$ cat src/rtl/gf_mult_arbiter.sv
// gf_mult_arbiter: round-robin sharing of one GF(2^163) interleaved multiplier
// among NREQ requesters. Latches the winner's operands, holds mult_start for
// the whole operation, returns the product with a one-cycle ack and pulses the
// multiplier reset so it can accept the next operation. A watchdog aborts an
// operation that never signals done.
//
// state | meaning
// ------+--------------------------------------------------------------------
// IDLE  | no operation; grants once the multiplier reset has been released
// RUN   | multiplier running on latched operands; watchdog counting down
// CLR   | ack and response presented; multiplier held in reset for one cycle
module gf_mult_arbiter #(
    parameter  int NREQ    = 4,
    parameter  int M       = 163,
    parameter  int TIMEOUT = 255,
    localparam int IDW     = $clog2(NREQ)
) (
    input  logic              clk,
    input  logic              rst_n,
    input  logic [NREQ-1:0]   req,
    input  logic [NREQ*M-1:0] req_a,
    input  logic [NREQ*M-1:0] req_b,
    output logic [NREQ-1:0]   ack,
    output logic [M-1:0]      rsp_z,
    output logic              rsp_err,
    output logic              busy,
    output logic [IDW-1:0]    grant_id,
    output logic [M-1:0]      mult_a,
    output logic [M-1:0]      mult_b,
    output logic              mult_start,
    output logic              mult_rst,
    input  logic [M-1:0]      mult_z,
    input  logic              mult_done
);
    localparam int WDW = $clog2(TIMEOUT + 1);

    typedef enum logic [1:0] {
        IDLE = 2'd0,
        RUN  = 2'd1,
        CLR  = 2'd2
    } state_t;

    state_t          state, state_d;
    logic [IDW-1:0]  ptr, ptr_d;
    logic [WDW-1:0]  wd, wd_d;
    logic [NREQ-1:0] ack_d;
    logic [M-1:0]    rsp_z_d;
    logic            rsp_err_d;
    logic [IDW-1:0]  grant_id_d;
    logic [M-1:0]    mult_a_d;
    logic [M-1:0]    mult_b_d;
    logic            mult_start_d;
    logic            mult_rst_d;
    logic            pick_vld;
    logic [IDW-1:0]  pick_id;
    logic [IDW-1:0]  cand;

    assign busy = (state != IDLE);

    // Rotating-priority search: the lowest offset from the pointer wins,
    // so iterate from the farthest candidate and let nearer ones overwrite.
    always_comb begin
        pick_vld = 1'b0;
        pick_id  = '0;
        cand     = '0;
        for (int k = NREQ - 1; k >= 0; k--) begin
            cand = IDW'((int'(ptr) + k) % NREQ);
            if (req[cand]) begin
                pick_vld = 1'b1;
                pick_id  = cand;
            end
        end
    end

    // Next-state and next-output decode; outputs are registered below.
    always_comb begin
        state_d      = state;
        ptr_d        = ptr;
        wd_d         = wd;
        ack_d        = '0;
        rsp_z_d      = rsp_z;
        rsp_err_d    = rsp_err;
        grant_id_d   = grant_id;
        mult_a_d     = mult_a;
        mult_b_d     = mult_b;
        mult_start_d = 1'b0;
        mult_rst_d   = 1'b0;
        case (state)
            IDLE: begin
                // mult_rst still high right after reset: let the multiplier
                // see one released cycle before it is started.
                if (pick_vld && !mult_rst && !mult_start) begin
                    mult_a_d     = req_a[pick_id * M +: M];
                    mult_b_d     = req_b[pick_id * M +: M];
                    grant_id_d   = pick_id;
                    mult_start_d = 1'b1;
                    wd_d         = WDW'(TIMEOUT);
                    state_d      = RUN;
                end
            end
            RUN: begin
                if (mult_done) begin
                    rsp_z_d          = mult_z;
                    rsp_err_d        = 1'b0;
                    ack_d[grant_id]  = 1'b1;
                    mult_rst_d       = 1'b1;
                    state_d          = CLR;
                end else if (wd == '0) begin
                    rsp_z_d          = '0;
                    rsp_err_d        = 1'b1;
                    ack_d[grant_id]  = 1'b1;
                    mult_rst_d       = 1'b1;
                    state_d          = CLR;
                end else begin
                    mult_start_d = 1'b1;
                    wd_d         = wd - 1'b1;
                end
            end
            CLR: begin
                ptr_d   = (grant_id == IDW'(NREQ - 1)) ? '0 : grant_id + 1'b1;
                state_d = IDLE;
            end
            default: begin
                state_d = IDLE;
            end
        endcase
    end

    // State and output registers with synchronous active-low reset.
    always_ff @(posedge clk) begin
        if (!rst_n) begin
            state      <= IDLE;
            ptr        <= '0;
            wd         <= '0;
            ack        <= '0;
            rsp_z      <= '0;
            rsp_err    <= 1'b0;
            grant_id   <= '0;
            mult_a     <= '0;
            mult_b     <= '0;
            mult_start <= 1'b0;
            mult_rst   <= 1'b1;
        end else begin
            state      <= state_d;
            ptr        <= ptr_d;
            wd         <= wd_d;
            ack        <= ack_d;
            rsp_z      <= rsp_z_d;
            rsp_err    <= rsp_err_d;
            grant_id   <= grant_id_d;
            mult_a     <= mult_a_d;
            mult_b     <= mult_b_d;
            mult_start <= mult_start_d;
            mult_rst   <= mult_rst_d;
        end
    end

endmodule

$ cat config.mk
export PLATFORM = sky130hd
export DESIGN_NAME = gf_mult_arbiter
export DESIGN_NICKNAME = d
export VERILOG_FILES = /design/src/rtl/gf_mult_arbiter.sv
export SDC_FILE = /design/constraint.sdc
export NUM_CORES = 1
export LEC_CHECK = 0
export ABC_AREA = 0
export BUFFER_PORTS_ARGS = -buffer_cell sky130_fd_sc_hd__buf_4
export CAP_MARGIN = 20
export CORE_AREA = 2 2 761 763
export DETAILED_ROUTE_END_ITERATION = 12
export DIE_AREA = 0 0 763 765
export PLACE_DENSITY = 0.3
export REMOVE_ABC_BUFFERS = 1
export SYNTH_ARGS = -nofsm -noshare
export SYNTH_HDL_FRONTEND = slang
export SYNTH_SLANG_ARGS = --single-unit
$ cat constraint.sdc
create_clock -name clk -period 1.9 [get_ports clk]
set_clock_uncertainty 0.15 [all_clocks]
set_input_delay 0.38 -clock clk [delete_from_list [all_inputs] [get_ports clk]]
set_output_delay 0.38 -clock clk [all_outputs]
set_load 0.02 [all_outputs]
# After elaboration in Yosys (flattened, before gate mapping)
# Cells that the tools add are included.
# Widths: inputs -> output; s select.
# totals
regBits	510
in_bits	1474
out_inout_bits	499
elab_cells	87
# op_classes
add_sub_neg	5
mul	1
order_cmp	6
n_eq_ne	7
n_shift	2
muxes	40
n_reduce_logical	15
# ops
cell	count
$shiftx 652x11->163	2
$mux 163	2
$mux 8	3
$mux 1	17
$mux 2	8
$pmux 8 s2	1
$lt 2x3->1 const B	5
$mul 2x8->10 const B	1
$bmux 1 s2	4
$logic_not 8->1	1
$mux 4	2
$reduce_and 2->1	4
$sub 8x1->8 const B	1
$ne 2x2->1 const B	3
$reduce_bool 2->1	3
$add 2x1->2 const B	2
$add 2x2->2 const B	2
$eq 2x2->1 const B	2
$pmux 2 s2	1
$reduce_and 4->1	1
$logic_and 1x1->1	3
$ne 3x3->1 const B	1
$demux 1 s2	1
$eq 2x1->1 const B	1
4 further kinds	5

# Logic depth before layout (Yosys ltp)
# Gate-level depths: netlist of run 1.
# depth
depth_word	11
depth_mapped	9
mapped_depth_nobuf	7

# Least setup slack after synthesis of run 1
# OpenSTA, ideal clock, no wires.
# synth_path
path_type	register to register
from	reg wd[0]
to	reg rsp_z[106]
setup_ps	60
arrival_ps	1817
required_ps	1690
path_slack_ps	-127
stages_incl_launch_ff	10
n_path_buf	2
period_less_slack_ps	2027
path_cell_list	dfxtp_1 -> inv_1 -> ha_1 -> nor3b_1 -> and2_1 -> nor2_1 -> o21a_1 -> clkbuf_1 -> clkbuf_1 -> a22o_1
# synth_via
elab_chain_cells	3
# synth_rtl
element	line	source
start, declared	45	logic [WDW-1:0] wd, wd_d;
start signal, assigned	146	wd <= wd_d;
$logic_not 8->1	108	end else if (wd == '0) begin
$reduce_bool 2->1 (no source line)	n/a	
$reduce_and 2->1 (no source line)	n/a	
end signal, assigned	148	rsp_z <= rsp_z_d;
end, declared	24	output logic [M-1:0] rsp_z,
# Every way passes these cells.
# A chain may end at the register's enable or synchronous reset.

# Worst setup path in the final report of run 1
# layout_path
from	reg state[0]
to	reg mult_b[10]
# layout_via
elab_chain_cells	2
# layout_rtl
element	line	source
start, declared	43	state_t state, state_d;
start signal, assigned	144	state <= state_d;
$logic_not 2->1	88	case (state)
$reduce_and 2->1 (no source line)	n/a	
end signal, assigned	152	mult_b <= mult_b_d;
end, declared	29	output logic [M-1:0] mult_b,
# Every way passes these cells.

==> impl_results.md, run 1 <==
- Status: finished with violations
- Failing checks: negative hold slack, negative setup slack
- #FFs+latches synth: between 500 and 600
- Setup ws final: -539 ps
- Congestion Overflow GR: 0
- Final Max Slew Viols: 0
- Number of synthesized flops with an enable pin: 0
- CP Capture Type: flop
- Setup violations, final: about 700
- Post-Synthesis Cell Area: 24,300 sq um
- Most frequent CP cell: buf_12
- Arr. time, crit path: around 3000 ps
- Std cell rows: roughly 280
- Total GRT Usage: 12.9%
- CTS buffer count: between 80 and 90
- Max Clk Rate: approximately 410 MHz
- TritonCTS clock tree: yes
- Detailed-placement wirelength estimate: between 300,000 and 400,000 um
- Via count: ~37,000
- Die area: 584,000 sq um
- Die width: 763 um
- Worst r2r src: state[0]
- Critical path peak fanout: 21
- CP Launch Type: flop
- Total core area: 576,000 sq um
- Final hold slack: -71.5 ps
- Design Area, Final: between 70,000 and 80,000 sq um
- RSZ-0062 raised after global routing: yes
- Syn-to-layout area delta: 190%
- Worst setup path class: reg -> reg
- Clock Sinks: 510
- Slowest-stage cell, CP: or3_4
- Layout Utilization: around an eighth
- # DRC: 0
- Measured slew at the worst slew-check pin: roughly 700 ps
- Syn_area_per_cell: about 11 sq um
- H-tree levels: 3
- Synth unique cells: 40
- Register area share after synthesis: 42.1%
- Nets: about 7,400
- Routed wire per std cell: between 20 and 30 um
- Yosys Warn Count: 0
- Worst-path cell chain: nor4_4 > o41ai_4 > or3_4 > buf_12 > buf_12 > buf_12 > o221ai_1
- Commonest register cell after synthesis: dfxtp_1
- GP Congestion: roughly 1.1
- Initial antenna violation count: about 340
- Pin count of the biggest net entering global routing: 56
- DRT Wirelength: roughly 400,000 um
- Buf/Inv on CP: 3
- CP delay by family, top: simple AND/OR/NAND/NOR gates
- Setup tns final: -201,380 ps
- Max Buffers Root-to-Sink: 4
- Final Total Pwr: 46.4 mW
- Die height: between 700 and 800 um
- Pwr/cell area: between 600 and 700 nW/um^2
- Max Cap Viol: 0
- Min-delay src: req[2]
- Layout cell share with drive strength beyond 1: around 44%
- Crit-path max cell delay: between 400 and 500 ps
- HP Class: in -> reg
- Clock root cell: clkbuf_16
- I/O Buffers: 1,972
- TritonRoute pass-1 iters: 7
- Final period util: 128%
- Cells after Synth: between 2,000 and 2,500
- Final hold violation count: 5
- Initial DRC count: approximately 1,900
- Slew Limit Headroom: approximately 53%
- Critical Path Source: state[0]
- Vias in the first global route: approximately 38,000
- I/O pin total: 1,973
- Leakage: between 30 and 40 nW
- Clk Latency, worst-skew pair: between 800 and 900 ps
- Required time of the critical path: 2460 ps
- Placed instance area: 50,200 sq um
- Async set-reset flop share out of synthesis: 0%
- Hold Buf Count CTS: about 1,500
- First-pass GRT wire length: 476,000 um
- Fin crit period: approximately 2400 ps
- Clock transition at path regs: roughly 60 ps
- Mean number of vias per cell: approximately 2.7
- Peak VDD IR: about 0.60 mV
- Starting density of the core: between 4 and 5%
- Antenna-violating nets left: 0
[tightest hold or removal path, stage by stage]
cell,delay (ps)
buf_4,120
o41ai_4,110
buf_4,160
a21oi_1,110
[sequential cells by signal, indices dropped and copies added (netlist names)]
register	flops
state	2
ack	4
rsp_err	1
wd	8
mult_rst	1
grant_id	2
ptr	2
mult_b	163
mult_start	1
mult_a	163
rsp_z	163
[synthesized netlist by cell type (all sizes together) (2+ instances only)]
| master | instances | area, sq um |
|---|---|---|
| and2 | 5 | 31.3 |
| a211oi | 6 | 45.0 |
| nand2 | 328 | 1230 |
| buf | 170 | 1010 |
| dfxtp | 510 | 10200 |
| nor4 | 2 | 33.8 |
| nand3 | 3 | 20.0 |
| mux2i | 653 | 6540 |
| xor2 | 3 | 26.3 |
| clkbuf | 49 | 184 |
| ha | 6 | 75.1 |
| a311oi | 2 | 17.5 |
| a21oi | 10 | 50.1 |
| o221ai | 328 | 3120 |
| nor3 | 4 | 20.0 |
| nor2b | 2 | 12.5 |
| inv | 9 | 33.8 |
| nor2 | 14 | 52.6 |
| a22o | 163 | 1430 |
[layout by cell type (no fill, tap or decap), types with 9 or more instances in the layout]
cell type and n:
dfxtp_1 504, buf_4 2175, buf_16 23, buf_12 61, clkinv_2 12, clkbuf_1 16
nand2_1 328, clkbuf_8 25, buf_6 19, a22o_1 163, mux2i_1 618, mux2i_2 16
dlygate4sd3_1 1469, clkbuf_16 99, o221ai_2 136, mux2i_4 19, nor2_1 12, buf_8 9
diode_2 117, o221ai_1 190
[routing by layer]
metal	share of wire, %	routed length, um	global-route usage [%]
met5	0.30	1200	0
met4	5.3	20900	5.05
met3	9.2	36500	4.96
met2	47	186000	21.8
met1	38	153000	14.5
[timing repair]
action	in CTS	in global routing
gates resized for setup	102	161
buffers inserted	24	14
setup endpoints to repair	966	948
pin swaps	10	48
cloned	6	13
hold endpoints to repair	506	5
[through the flow]
| step | setup slack [ps] | std cells |
|---|---|---|
| after CTS | -534 | 13500 |
| after global routing | -594 | 13600 |
| final | -539 | 13700 |
| after detailed placement | -1340 | 11900 |
| after floorplan | -48380 | 2063 |
| after global placement | -1350 | 11900 |
[where the power goes]
| group | total [mW] | leakage [nW] | switching (mW) | internal (mW) |
|---|---|---|---|---|
| clock network | 17.4 | 1.45 | 7.11 | 10.3 |
| logic | 16.6 | 25.5 | 8.76 | 7.84 |
| registers | 12.4 | 4.17 | 0.700 | 11.7 |
| total | 46.4 | 31.1 | 16.6 | 29.8 |
[cell type report]
| type | instances | area [sq um] |
|---|---|---|
| clock buffers | 129 | 2610 |
| inverters | 10 | 37.5 |
| flip-flops and latches | 510 | 10200 |
| diodes | 117 | 293 |
| repair buffers | 3768 | 33500 |
| fillers | 66000 | 505000 |
| multi-input cells | 1543 | 13900 |
| well taps | 7587 | 9490 |
| clock inverters | 24 | 314 |
[logic make-up (layout without fill, tap and decap cells)]
family	Yosys count	in the layout	synth area share, %
AOI/OAI and AO/OA	514	514	19.4
buffers and inverters	229	3931	5.06
muxes	654	654	27.0
and+or+nand+nor	365	365	5.99
other	0	117	0
DFF	510	510	42.1
xor gates and xnor gates	4	4	0.144
adders and majority gates	6	6	0.309
[final timing paths]
kind / endpoint / depth (start not counted) / slack [ps]
setup / recovery: mult_b[10] / 7 / -540
hold / removal: wd[7] / 4 / -70
setup reg to reg: mult_b[10] / 7 / -540
hold reg to reg: mult_b[41] / 2 / 310
No activity file was read; power rests on OpenSTA's default activity.
==> inputs of run 2 (changes only) <==
ABC_AREA = 1   (was 0)
CORE_AREA = 2 2 766 768   (was 2 2 761 763)
DIE_AREA = 0 0 768 770   (was 0 0 763 765)
PLACE_DENSITY = 0.31   (was 0.3)
TNS_END_PERCENT = 1   (was unset)
==> impl_results.md, run 2 <==
- CP Launch Type: flop
- I/O pin total: ~2,000
- Pwr/cell area: roughly 740 nW/um^2
- Number of synthesized flops with an enable pin: 0
- Final hold slack: 47.5 ps
- WHS Path Cells: 7
- Max Cap Viol: 0
- Slew Limit Headroom: between 60% and 70%
- Yosys Warn Count: 0
- Status: finished with violations
- Most common cell in the netlist: nand2_1
- Post-synth top area share: between 20% and 30%
- CTS buffer count: just over 90
- First-pass GRT wire length: 528,000 um
- Largest regs: mult_a x163, mult_b x163, rsp_z x163
- Area of the multi-input gates: 18,500 sq um
- Synth cell count leaders: nand2_1 (1,350), inv_1 (1,328), nand3_1 (1,312), nor2_1 (671), dfxtp_1 (510)
- Clock transition at path regs: about 70 ps
- # DRC: 0
- Std cell rows: approximately 280
- Top cells by area, synth: dfxtp_1 (29%), nand3_1 (19%), nand2_1 (14%)
- Register area share after synthesis: 29.2%
- Post-Synthesis Cell Area: around 35,000 sq um
- Commonest register cell after synthesis: dfxtp_1
- TritonRoute pass-1 iters: 5
- Critical path peak fanout: 31
- Initial DRC count: between 2,000 and 3,000
- Placed cells: ~16,000
- Die height: 770 um
- Syn_area_per_cell: roughly 5.7 sq um
- Final Total Pwr: between 60 and 70 mW
- RSZ-0062 raised after global routing: yes
- Max Clk Rate: 390 MHz
- Initial antenna violation count: approximately 210
- Die area: approximately 590,000 sq um
- Final Max Slew Viols: 0
- Leakage: between 40 and 50 nW
- Clock Sinks: just over 500
- Die width: between 700 and 800 um
- Via count: roughly 54,000
- Max Buffers Root-to-Sink: 4
- Pin count of the biggest net entering global routing: between 70 and 80
- Arr. time, crit path: 3170 ps
- Mean number of vias per cell: slightly above 3
- Most frequent cells in the layout: buf_4 (2,173), dlygate4sd3_1 (1,436), nand2_1 (1,334)
- Flop2flop setup slack: -660 ps
- Most common cell after layout, fill and taps aside: buf_4
- Worst setup path class: reg -> reg
- Storage cell area: 10,400 sq um
- Synth unique cells: 30
- Nets: 11,200
- Finished Layout Cells: about 18,000
- Routed wire per std cell: ~23 um
- Total GRT Usage: between 10% and 20%
- #FFs+latches synth: 510
- Hold endpoint: mult_a[61]
- Syn-to-layout area delta: 137%
- TritonCTS clock tree: yes
- Required time of the critical path: between 2000 and 3000 ps
- Clock root cell: clkbuf_16
- DRT Wirelength: around 410,000 um
- Final hold violation count: 0
- Peak VDD IR: about 0.67 mV
- Total core area: 584,000 sq um
- Starting density of the core: 6.00%
- Final period util: 135%
- Fin crit period: 2560 ps
- Min-delay src: req_a[61]
- Layout Utilization: 14.2%
- Worst R2R Path Depth: 14
- Worst r2r src: ptr[0]
- Synth area leader: dfxtp_1
- Setup violations, final: around 750
- Vias in the first global route: between 50,000 and 60,000
- Layout cell share with drive strength beyond 1: between 20 and 30%
- Antenna-violating nets left: 0
- Congestion Overflow GR: 0
- Cells after Synth: between 6,000 and 7,000
- Measured slew at the worst slew-check pin: ~570 ps
- I/O Buffers: ~2,000
- Detailed-placement wirelength estimate: between 300,000 and 400,000 um
- Async set-reset flop share out of synthesis: 0%
- Worst r2r dst: mult_b[111]
- H-tree levels: 3
- Setup ws final: -663 ps
- GP Congestion: between 0.9 and 1
- Failing checks: negative setup slack
- HP Class: in -> reg
- Clk Latency, worst-skew pair: roughly 850 ps
- Pre-CTS setup slack: -1130 ps
- CP Capture Type: flop
- Layout filler cell count: 68,100
[run 2: changes by cell type in the layout (fill, tap and decap cells not counted), moves of 56 or more]
cell	change
dfxtp_1	-56
inv_1	+1319
o221ai_1	-190
buf_12	+69
nand3_1	+1194
a22o_1	-163
o221ai_2	-136
nand3_2	+111
nand2_1	+1006
nand3b_1	+326
nor2_1	+656
a21oi_1	+168
mux2i_1	-618
[run 2: worst max-delay path: stages, from the launching register on]
cell and delay, ps:
dfxtp_4 380, buf_4 150, nand2_1 60, nand2_1 50, nand2_1 120, nand4_1 180
o21ai_4 150, buf_12 170, inv_16 70, buf_16 170, buf_12 300, nand3_1 120
nand3_1 110, nand2_1 80, inv_1 30
[run 2: worst max-delay path by stage]
stage | startpoint | end | cells after the start
floorplan | ptr[0] | mult_a[0] | 12
global placement | req[3] | mult_a[15] | 13
detailed placement | req[3] | mult_a[15] | 13
CTS | ptr[0] | mult_a[162] | 16
global route | ptr[0] | mult_b[91] | 16
finish | ptr[0] | mult_b[111] | 14
[run 2: cells by family (layout without fill, tap and decap cells)]
family	Yosys count	after routing	share of synthesized area, %
buf+inv	1786	5390	20.2
flops	510	510	29.2
simple gates	3670	3670	47.7
other cells	0	76	0
compound gates	187	187	2.71
fa+ha+maj	6	6	0.214
xor+xnor	3	3	0.0751
[run 2: final cells by class]
cell class	instances	area share (%)
repair buffers	3899	43.6
multi-input cells	3866	22.3
flip-flops and latches	510	12.5
well taps	7782	11.7
inverters	1334	6.09
clock buffers	118	3.04
clock inverters	39	0.564
diodes	76	0.229
[run 2: what timing repair did]
action                                   CTS  global route
gates resized for setup                  241           319
hold endpoints to repair                 496             0
pin swaps                                 23            14
setup buffers                             22             9
cloned                                    17             7
endpoints found under the setup margin   998           993
hold buffers                            1436             0
[run 2: stage by stage]
step	cell area [sq um]	setup TNS, ps
CTS	81400	-324980
global placement	62200	-393390
finish	82900	-225980
global route	82900	-355920
detailed placement	62200	-379990
floorplan	33000	-5908470
[run 2: per-layer routing]
layer,vias to the layer above,global-route usage [%],wire length (um)
li1,25900,-,-
met1,25500,15.3,163000
met2,2053,23.1,197000
met3,528,4.10,33100
met4,56,4.55,19100
met5,-,0.292,578
[run 2: power breakdown]
| part | switching [mW] | leakage (nW) | total (mW) | internal [mW] |
|---|---|---|---|---|
| Combinational | 17.4 | 34.4 | 30.4 | 12.9 |
| Clock | 7.42 | 1.45 | 17.8 | 10.4 |
| Sequential | 1.10 | 4.22 | 13.3 | 12.2 |
| Total | 26.0 | 40.1 | 61.5 | 35.6 |
